$ cat src/rtl/curve_pkg.sv
// Shared FSM state type, counter widths and curve-selection thresholds
// for the brightness curve parameter scheduler.
package curve_pkg;

   typedef enum logic [2:0] {
      ST_IDLE,
      ST_ACCUM,
      ST_DIV_MEAN,
      ST_DIV_DARK,
      ST_DECIDE,
      ST_OUT
   } state_t;

   localparam int PIX_W = 22;
   localparam int SUM_W = 30;

   localparam logic [7:0] TH_MEAN_STRONG = 8'd64;
   localparam logic [7:0] TH_MEAN_MID    = 8'd96;
   localparam logic [7:0] TH_MEAN_MILD   = 8'd160;
   localparam logic [7:0] TH_RATIO_DARK  = 8'd128;

   // Priority order matters: the dark-lift test must win over the mean-only tests.
   function automatic logic [1:0] select_curve(input logic [7:0] mean,
                                               input logic [7:0] ratio);
      logic [1:0] sel;
      if (mean < TH_MEAN_STRONG && ratio >= TH_RATIO_DARK) sel = 2'd3;
      else if (mean < TH_MEAN_MID)                         sel = 2'd2;
      else if (mean < TH_MEAN_MILD)                        sel = 2'd1;
      else                                                 sel = 2'd0;
      return sel;
   endfunction

endpackage

$ cat src/rtl/curve_param_ctrl_serial_div.sv
// Restoring serial divider, one quotient bit per cycle, DIV_W cycles per
// division. o_quot/o_done present the final quotient during the last step.
module serial_div #(
   parameter int DIV_W  = 32,
   parameter int DVSR_W = 22
) (
   input  logic              clk,
   input  logic              rst_n,
   input  logic              i_start,
   input  logic [DIV_W-1:0]  i_dividend,
   input  logic [DVSR_W-1:0] i_divisor,
   output logic              o_busy,
   output logic              o_done,
   output logic [DIV_W-1:0]  o_quot
);

   localparam int CNT_W = $clog2(DIV_W);

   logic              r_busy;
   logic [CNT_W-1:0]  r_cnt;
   logic [DIV_W-1:0]  r_q;
   logic [DVSR_W-1:0] r_rem;
   logic [DVSR_W-1:0] r_dvsr;

   logic [DVSR_W:0]   w_rem_sh;
   logic [DVSR_W:0]   w_rem_nxt;
   logic              w_ge;
   logic [DIV_W-1:0]  w_q_nxt;
   logic              w_unused_rem;

   always_comb begin
      w_rem_sh  = {r_rem, r_q[DIV_W-1]};
      w_ge      = (w_rem_sh >= {1'b0, r_dvsr});
      w_rem_nxt = w_ge ? (w_rem_sh - {1'b0, r_dvsr}) : w_rem_sh;
      w_q_nxt   = {r_q[DIV_W-2:0], w_ge};
   end

   // Remainder stays below the divisor, so its top bit is always zero.
   assign w_unused_rem = w_rem_nxt[DVSR_W];

   assign o_busy = r_busy;
   assign o_done = r_busy && (r_cnt == '0);
   assign o_quot = w_q_nxt;

   always_ff @(posedge clk or negedge rst_n) begin
      if (!rst_n) begin
         r_busy <= 1'b0;
         r_cnt  <= '0;
         r_q    <= '0;
         r_rem  <= '0;
         r_dvsr <= '0;
      end else if (i_start) begin
         r_busy <= 1'b1;
         r_cnt  <= CNT_W'(DIV_W - 1);
         r_q    <= i_dividend;
         r_rem  <= '0;
         r_dvsr <= i_divisor;
      end else if (r_busy) begin
         r_q   <= w_q_nxt;
         r_rem <= w_rem_nxt[DVSR_W-1:0];
         if (r_cnt == '0) r_busy <= 1'b0;
         else             r_cnt  <= r_cnt - 1'b1;
      end
   end

endmodule

$ cat src/rtl/curve_param_ctrl.sv
// Per-frame luma/dark statistics and curve parameter scheduler; hands the
// chosen curve parameters downstream over a valid/ready handshake.
module curve_param_ctrl
   import curve_pkg::*;
#(
   parameter int IMG_W   = 1920,
   parameter int IMG_H   = 1080,
   parameter int DARK_TH = 64,
   parameter int DIV_W   = 32
) (
   input  logic       clk,
   input  logic       rst_n,
   input  logic       gray_v,
   input  logic       gray_h,
   input  logic       gray_de,
   input  logic [7:0] gray,
   input  logic       param_ready,
   output logic       param_valid,
   output logic [7:0] frame_mean,
   output logic [7:0] dark_ratio,
   output logic [1:0] curve_sel,
   output logic       frame_err,
   output logic       frame_drop
);

   localparam logic [PIX_W-1:0] LP_FRAME_PIX = PIX_W'(IMG_W * IMG_H);
   localparam logic [8:0]       LP_DARK_TH   = 9'(DARK_TH);

   state_t r_state, w_state_nxt;

   logic             r_v_d;
   logic             w_rise;
   logic             w_is_dark;
   logic [PIX_W-1:0] r_pix_cnt;
   logic [SUM_W-1:0] r_luma_sum;
   logic [PIX_W-1:0] r_dark_cnt;
   logic [PIX_W-1:0] r_snap_pix;
   logic [PIX_W-1:0] r_snap_dark;
   logic [7:0]       r_mean;
   logic [7:0]       r_ratio;

   logic             w_snap_en;
   logic             w_err_set;
   logic             w_drop_set;
   logic             w_mean_en;
   logic             w_ratio_en;
   logic             w_decide;
   logic             w_accept;

   logic             w_div_start;
   logic [DIV_W-1:0] w_div_dividend;
   logic [PIX_W-1:0] w_div_divisor;
   logic             w_div_busy;
   logic             w_div_done;
   logic [DIV_W-1:0] w_div_quot;
   logic [7:0]       w_quot_sat;
   logic             w_unused_in;

   assign w_rise      = gray_v & ~r_v_d;
   assign w_is_dark   = ({1'b0, gray} < LP_DARK_TH);
   assign w_quot_sat  = (|w_div_quot[DIV_W-1:8]) ? 8'hFF : w_div_quot[7:0];
   assign w_unused_in = gray_h ^ w_div_busy;

   // A sample coincident with the rise starts the new frame's totals.
   always_ff @(posedge clk or negedge rst_n) begin
      if (!rst_n) begin
         r_v_d      <= 1'b0;
         r_pix_cnt  <= '0;
         r_luma_sum <= '0;
         r_dark_cnt <= '0;
      end else begin
         r_v_d <= gray_v;
         if (w_rise) begin
            r_pix_cnt  <= PIX_W'(gray_de);
            r_luma_sum <= gray_de ? SUM_W'(gray) : '0;
            r_dark_cnt <= PIX_W'(gray_de & w_is_dark);
         end else if (gray_de) begin
            r_pix_cnt  <= r_pix_cnt + 1'b1;
            r_luma_sum <= r_luma_sum + SUM_W'(gray);
            r_dark_cnt <= r_dark_cnt + PIX_W'(w_is_dark);
         end
      end
   end

   always_ff @(posedge clk or negedge rst_n) begin
      if (!rst_n) r_state <= ST_IDLE;
      else        r_state <= w_state_nxt;
   end

   // The mean pass starts straight from the live accumulators at the rise;
   // the divider's own operand latch serves as the luma-sum snapshot.
   always_comb begin
      w_state_nxt    = r_state;
      w_snap_en      = 1'b0;
      w_err_set      = 1'b0;
      w_drop_set     = 1'b0;
      w_mean_en      = 1'b0;
      w_ratio_en     = 1'b0;
      w_decide       = 1'b0;
      w_accept       = 1'b0;
      w_div_start    = 1'b0;
      w_div_dividend = DIV_W'(r_luma_sum);
      w_div_divisor  = r_pix_cnt;
      case (r_state)
         ST_IDLE: begin
            if (w_rise) w_state_nxt = ST_ACCUM;
         end
         ST_ACCUM: begin
            if (w_rise && (r_pix_cnt != '0)) begin
               w_snap_en   = 1'b1;
               w_div_start = 1'b1;
               w_err_set   = (r_pix_cnt != LP_FRAME_PIX);
               w_state_nxt = ST_DIV_MEAN;
            end
         end
         ST_DIV_MEAN: begin
            w_drop_set     = w_rise;
            w_div_dividend = DIV_W'({r_snap_dark, 8'b0});
            w_div_divisor  = r_snap_pix;
            if (w_div_done) begin
               w_mean_en   = 1'b1;
               w_div_start = 1'b1;
               w_state_nxt = ST_DIV_DARK;
            end
         end
         ST_DIV_DARK: begin
            w_drop_set = w_rise;
            if (w_div_done) begin
               w_ratio_en  = 1'b1;
               w_state_nxt = ST_DECIDE;
            end
         end
         ST_DECIDE: begin
            w_drop_set  = w_rise;
            w_decide    = 1'b1;
            w_state_nxt = ST_OUT;
         end
         ST_OUT: begin
            w_drop_set = w_rise;
            if (param_valid && param_ready) begin
               w_accept    = 1'b1;
               w_state_nxt = ST_ACCUM;
            end
         end
         default: w_state_nxt = ST_IDLE;
      endcase
   end

   always_ff @(posedge clk or negedge rst_n) begin
      if (!rst_n) begin
         r_snap_pix  <= '0;
         r_snap_dark <= '0;
         r_mean      <= '0;
         r_ratio     <= '0;
         param_valid <= 1'b0;
         frame_mean  <= '0;
         dark_ratio  <= '0;
         curve_sel   <= '0;
         frame_err   <= 1'b0;
         frame_drop  <= 1'b0;
      end else begin
         frame_err  <= w_err_set;
         frame_drop <= w_drop_set;
         if (w_snap_en) begin
            r_snap_pix  <= r_pix_cnt;
            r_snap_dark <= r_dark_cnt;
         end
         if (w_mean_en)  r_mean  <= w_quot_sat;
         if (w_ratio_en) r_ratio <= w_quot_sat;
         if (w_decide) begin
            frame_mean  <= r_mean;
            dark_ratio  <= r_ratio;
            curve_sel   <= select_curve(r_mean, r_ratio);
            param_valid <= 1'b1;
         end else if (w_accept) begin
            param_valid <= 1'b0;
         end
      end
   end

   serial_div #(
      .DIV_W  (DIV_W),
      .DVSR_W (PIX_W)
   ) u_div (
      .clk        (clk),
      .rst_n      (rst_n),
      .i_start    (w_div_start),
      .i_dividend (w_div_dividend),
      .i_divisor  (w_div_divisor),
      .o_busy     (w_div_busy),
      .o_done     (w_div_done),
      .o_quot     (w_div_quot)
   );

endmodule

$ cat config.mk
export PLATFORM = sky130hd
export DESIGN_NAME = curve_param_ctrl
export DESIGN_NICKNAME = d
export VERILOG_FILES = /design/src/rtl/curve_pkg.sv /design/src/rtl/curve_param_ctrl_serial_div.sv /design/src/rtl/curve_param_ctrl.sv
export SDC_FILE = /design/constraint.sdc
export NUM_CORES = 1
export LEC_CHECK = 0
export CAP_MARGIN = 10
export CELL_PAD_IN_SITES_DETAIL_PLACEMENT = 1
export CELL_PAD_IN_SITES_GLOBAL_PLACEMENT = 1
export CORE_AREA = 4 4 165 167
export CTS_CLUSTER_SIZE = 28
export DETAILED_ROUTE_END_ITERATION = 10
export DIE_AREA = 0 0 169 171
export PLACE_DENSITY = 0.81
export REMOVE_ABC_BUFFERS = 1
export SYNTH_ARGS = -nofsm -noshare
export SYNTH_HDL_FRONTEND = slang
export SYNTH_HIERARCHICAL = 1
export SYNTH_SLANG_ARGS = --single-unit
$ cat constraint.sdc
create_clock -name clk -period 8.75 [get_ports clk]
set_input_delay 1.75 -clock clk [delete_from_list [all_inputs] [get_ports clk]]
set_output_delay 1.75 -clock clk [all_outputs]
set_load 0.01 [all_outputs]
After elaboration in Yosys (flattened, before gate mapping)
Index checks and enable logic that the tools add are counted.
{ "totals": {"wordCells": 104, "input_bits": 14, "ff_bits": 241, "romBits": 0, "output_inout_bits": 21, "latch_bits": 0, "ram_bits": 0, "mem_count": 0} }
{ "op_classes": {"reduce_logical": 14, "order_cmp": 6, "add_sub_neg": 5, "div": 0, "bitwise": 3, "n_mux": 44, "mul": 0, "eq_ne": 12, "shift": 0} }
{ "op_table": {"columns": ["operator", "n"], "rows": [
  ["$mux 22", 8],
  ["$mux 30", 3],
  ["$mux 32", 2],
  ["$add 30x8->30", 1],
  ["$lt 8x7->1 const B", 3],
  ["$reduce_or 24->1", 1],
  ["$ge 23x22->1", 1],
  ["$add 22x1->22", 1],
  ["$add 22x1->22 const B", 1],
  ["$ne 22x21->1 const B", 1],
  ["$reduce_bool 22->1", 1],
  ["$sub 22x22->22", 1],
  ["$pmux 3 s6", 1],
  ["$mux 1", 17],
  ["$mux 8", 2],
  ["$mux 3", 5],
  ["$mux 5", 3],
  ["$ge 8x8->1 const B", 1],
  ["$lt 8x8->1 const B", 1],
  ["$eq 3x2->1 const B", 2],
  ["$eq 3x3->1 const B", 2],
  ["$ne 2x1->1 const B", 3],
  ["$ne 2x2->1 const B", 3],
  ["$reduce_bool 2->1", 3],
  ["12 further kinds", 17]
]} }

Longest topological paths before layout
{ "logic_depth": {"ltp_word": 7, "mapped_depth": 13, "depth_no_buf": 11} }

By module
Netlist, hierarchy kept.
{ "modules_own_cells": {"columns": ["mod", "seq_area_each_um2", "n_inst", "cells_each", "area_each_um2"], "rows": [
  ["curve_param_ctrl", 3978.8, 1, 768, 8124.0],
  ["serial_div", 2052.0, 1, 582, 5281.3]
]} }

Worst setup path before layout
Ideal clock, no wire load.
{ "synth_path": {"path_type": "input to register", "start": "in gray_v", "end": "reg u_div.r_dvsr[16]", "t_arrival_ps": 3533, "required_ps": 8610, "path_buffers": 5, "slack_ps": 5077, "setup_time_ps": 140, "stages": 9, "path_cell_list": "nand2b_1 a211o_1 buf_4 buf_4 nand2b_1 clkbuf_1 clkbuf_1 buf_1 o21ai_0"} }
{ "synth_via": {"elab_chain_len": 4} }
{ "synth_rtl": {"columns": ["element", "line_no", "source"], "rows": [
  ["start: declaration", "curve_param_ctrl.sv:13", "input logic gray_v,"],
  ["$and 1x1->1", "curve_param_ctrl.sv:59", "assign w_rise = gray_v & ~r_v_d;"],
  ["$logic_and 1x1->1", "curve_param_ctrl.sv:109", "if (w_rise && (r_pix_cnt != '0)) begin"],
  ["$mux 1", "curve_param_ctrl.sv:109", null],
  ["$pmux 1 s2", "curve_param_ctrl.sv:104", "case (r_state)"],
  ["via w_div_start", "curve_param_ctrl.sv:50", "logic w_div_start;"],
  ["end signal: assignment", "curve_param_ctrl_serial_div.sv:57", "r_dvsr <= i_divisor;"],
  ["end: declaration", "curve_param_ctrl_serial_div.sv:23", "logic [DVSR_W-1:0] r_dvsr;"]
]} }
The timed path passes the listed nets, and every way through them passes these cells.
A chain may end at the register's enable or synchronous reset.

Worst setup path after layout
{ "layout_path": {"start": "reg u_div.r_cnt[0]", "end": "reg u_div.r_dvsr[0]"} }
{ "layout_via": {"elab_chain_len": 4} }
{ "layout_rtl": {"columns": ["element", "line_no", "source"], "rows": [
  ["start: declaration", "curve_param_ctrl_serial_div.sv:20", "logic [CNT_W-1:0] r_cnt;"],
  ["start signal: assignment", "curve_param_ctrl_serial_div.sv:54", "r_cnt <= CNT_W'(DIV_W - 1);"],
  ["start signal: assignment", "curve_param_ctrl_serial_div.sv:62", "else r_cnt <= r_cnt - 1'b1;"],
  ["$logic_not 5->1", "curve_param_ctrl_serial_div.sv:42", "assign o_done = r_busy && (r_cnt == '0);"],
  ["$logic_and 1x1->1", "curve_param_ctrl_serial_div.sv:42", null],
  ["via w_div_done", "curve_param_ctrl.sv:54", "logic w_div_done;"],
  ["$mux 1", "curve_param_ctrl.sv:120", "if (w_div_done) begin"],
  ["$pmux 1 s2", "curve_param_ctrl.sv:104", null],
  ["via w_div_start", "curve_param_ctrl.sv:50", null]
]} }
The timed path passes the listed nets, and every way through them passes these cells.

==> results.sh <==
export IMPL_syn_area_mm2=0.0134
export IMPL_ys_types=79
export IMPL_finalHoldViolations=0
export IMPL_vias=10200
export IMPL_cts_buffer_depth=3
export IMPL_status="completed"
export IMPL_synth_most_common_cell="dfrtp_1"
export IMPL_rsz0062_at_grt="false"
export IMPL_design_area_mm2=0.0147
export IMPL_cts_made_buffers=27
export IMPL_die_w_um=169
export IMPL_clkTransAtPathRegs_ns=0.06
export IMPL_power_density_mw_per_mm2=349
export IMPL_area_delta_synth_final_pct=9.35
export IMPL_slew_limit_headroom_pct=30.2
export IMPL_antenna_cells=0
export IMPL_ctsResizeCount=0
export IMPL_yosysTopAreaCell="dfrtp_1"
export IMPL_fp_dieH_um=171
export IMPL_clock_power_share_pct=22.3
export IMPL_yosys_warnings=6
export IMPL_fin_util_pct=56.9
export IMPL_fin_skew_ns=0.00948
export IMPL_placedInstanceArea_mm2=0.0137
export IMPL_critPathMaxFanout=84
export IMPL_finalMaxSlewViolations=0
export IMPL_grt_start_max_net_pins=113
export IMPL_grt_usage_pct=23.4
export IMPL_path_cells="inv_1, ha_1, nor4b_1, and2_1, and2_0, nand2b_4, buf_4, mux2_2"
export IMPL_route_detailed_drc=0
export IMPL_synth_area_leaders="dfrtp_1, mux2_2, o21ai_0, ha_1, mux2i_1"
export IMPL_wl_per_cell_um=20.1
export IMPL_critical_path_top_delay_family="simple AND/OR/NAND/NOR gates"
export IMPL_synth_top_area_share_pct=45.0
export IMPL_place_ws_ns=4.05
export IMPL_viasPerCell=6.07
export IMPL_dp_cells=1627
export IMPL_worstSkewPairLatency_ns=0.53
export IMPL_htreeDepth=1
export IMPL_slowest_delay_ns=0.86
export IMPL_fin_cells=1678
export IMPL_setup_viol=0
export IMPL_seqPwrFrac_pct=31.8
export IMPL_start_util_pct=52.0
export IMPL_final_layout_size_suffix_gt1_share_pct=14.5
export IMPL_setup_tns_final_ns=0
export IMPL_num_rows=59
export IMPL_avgSynthCellArea_um2=9.93
export IMPL_crit_required_ns=9.17
export IMPL_post_cts_buffers=0
export IMPL_syn_inst=1350
export IMPL_die_area_mm2=0.0289
export IMPL_drv_cap=0
export IMPL_synth_async_sr_flop_share_pct=100
export IMPL_synth_main_ff_cell="dfrtp_1"
export IMPL_p_int_uw=3020
export IMPL_start_kind="flip-flop"
export IMPL_detail_route_antenna_nets=0
export IMPL_slowest_stage="and2_0"
export IMPL_place_congestion=0.869
export IMPL_worstMarginPinSlew_ns=1.05
export IMPL_fmax_mhz=243
export IMPL_switching_share_pct=41.1
export IMPL_regToRegSetupSlack_ns=4.63
export IMPL_gr_total_overflow=0
export IMPL_path_class="reg2reg"
export IMPL_crit_path_end_kind="flip-flop"
export IMPL_peakVddDrop_v=0.000194
export IMPL_cts_sinks=241
export IMPL_hold_class="reg2reg"
export IMPL_p_leak_uw=0.00650
export IMPL_setup_ws_ns=4.63
export IMPL_wirelength_mm=33.8
export IMPL_arrival_ns=4.53
export IMPL_grt_pass1_vias=10700
export IMPL_synth_edff_count=0
export IMPL_layout_nets=1375
export IMPL_ys_seq_elements=241
export IMPL_yosysSeqAreaShare_pct=45.0
export IMPL_power_switching_uw=2100
export IMPL_coreArea_mm2=0.0258
export IMPL_fin_crit_ns=4.12
export IMPL_tritoncts="done"
export IMPL_hpwlAfterDp_mm=21.9
export IMPL_ioPinCount=35
export IMPL_pwr_share_comb_pct=45.9
export IMPL_grt_pass1_wl_mm=56.4
export IMPL_critPathBufInv=2
export IMPL_n_fill_cell=2819
export IMPL_postCtsHoldBufs=0
export IMPL_antenna_found_initial=0
export IMPL_drtIter0Drc=601
export IMPL_finalCritPeriodShare_pct=47.1
export IMPL_cts_root_buf="clkbuf_16"
export IMPL_yosys_top_cells_count="dfrtp_1, nand2_1, mux2_2, o21ai_0, nor2_1"
export IMPL_dr_pass1_iters=5
export IMPL_io_buffers=33
==> worst register-to-register path: cells and delay by family, from the launching register on <==
family,cells,cell delay [ns]
adder cells (fa/ha/maj),1,0.16
buffers and inverters,2,0.84
flip-flops,1,0.40
multiplexers,1,0.42
AND/OR/NAND/NOR,4,2.19
==> cell usage in the layout, fill, tap and decap left out, types with 17 or more instances in the layout <==
cell,n
mux2i_1,45
nand2_1,118
nand2b_1,17
mux2_2,99
o31ai_1,22
ha_1,37
or4_1,20
dfrtp_1,240
clkbuf_16,27
a31oi_1,21
nand3_1,38
nor2_1,86
o21ai_0,97
clkdlybuf4s50_1,32
nor4_1,23
xor2_1,23
inv_1,52
a21oi_1,69
xnor2_1,22
==> metrics by stage <==
step	power [uW]	hold WS (ns)
3_3_place_gp	3840	0.481
2_1_floorplan	3330	0.474
5_1_grt	5470	0.517
6_report	5120	0.504
4_1_cts	5130	0.506
3_5_place_dp	3950	0.490
==> layer usage <==
metal / GRT usage [%] / up-vias / share of wire (%)
met5: 0 / - / 0
met3: 2.22 / 48 / 1.9
li1: - / 4805 / -
met1: 31.0 / 5218 / 45
met2: 41.7 / 109 / 51
met4: 6.09 / 0 / 2.1
==> final cells by class <==
| class | count | area (um^2) | area share [%] |
|---|---|---|---|
| clock inverters | 12 | 110 | 0.751 |
| flip-flops and latches | 241 | 6030 | 41.2 |
| multi-input cells | 951 | 6650 | 45.4 |
| repair buffers | 48 | 448 | 3.06 |
| inverters | 53 | 199 | 1.36 |
| clock buffers | 38 | 797 | 5.44 |
| well taps | 335 | 419 | 2.86 |
==> final timing paths <==
path / from / to / cells past startpoint
worst max-delay path: u_div/r_cnt[0] / u_div/r_dvsr[0] / 8
worst min-delay path: r_snap_pix[20] / r_snap_pix[20] / 1
worst max register to register: u_div/r_cnt[0] / u_div/r_dvsr[0] / 8
worst min register to register: r_snap_pix[20] / r_snap_pix[20] / 1
max in group asynchronous: rst_n / u_div/o_busy / 2
min in group asynchronous: rst_n / u_div/r_rem[15] / 1
==> state kept, by name, summed over array words and instances (netlist names) <==
register / count
u_div/r_q: 32
u_div/r_dvsr: 22
dark_ratio: 8
r_pix_cnt: 22
r_mean: 8
r_dark_cnt: 22
r_snap_dark: 22
r_v_d: 1
u_div/o_busy: 1
frame_drop: 1
param_valid: 1
r_luma_sum: 30
r_snap_pix: 22
frame_mean: 8
r_ratio: 8
u_div/r_rem: 22
u_div/r_cnt: 5
curve_sel: 2
r_state: 3
frame_err: 1
==> cells by family after synthesis <==
| family | Yosys count | share of synthesized area [%] |
|---|---|---|
| AOI/OAI and AO/OA | 306 | 15.1 |
| xor gates and xnor gates | 45 | 2.94 |
| adders and majority gates | 39 | 3.75 |
| buffers and inverters | 159 | 5.62 |
| DFF | 241 | 45.0 |
| muxes | 144 | 11.7 |
| other | 1 | 0.0280 |
| and+or+nand+nor | 415 | 15.9 |
==> power groups by stage <==
stage                     Clock (uW)  Combinational (uW)  Sequential [uW]
after floorplan                    0                1740             1590
after global placement             0                2220             1620
after detailed placement           0                2320             1640
after CTS                       1170                2340             1620
after global routing            1220                2590             1660
final                           1140                2350             1630
Note: power is estimated with default switching activity, not from simulation.
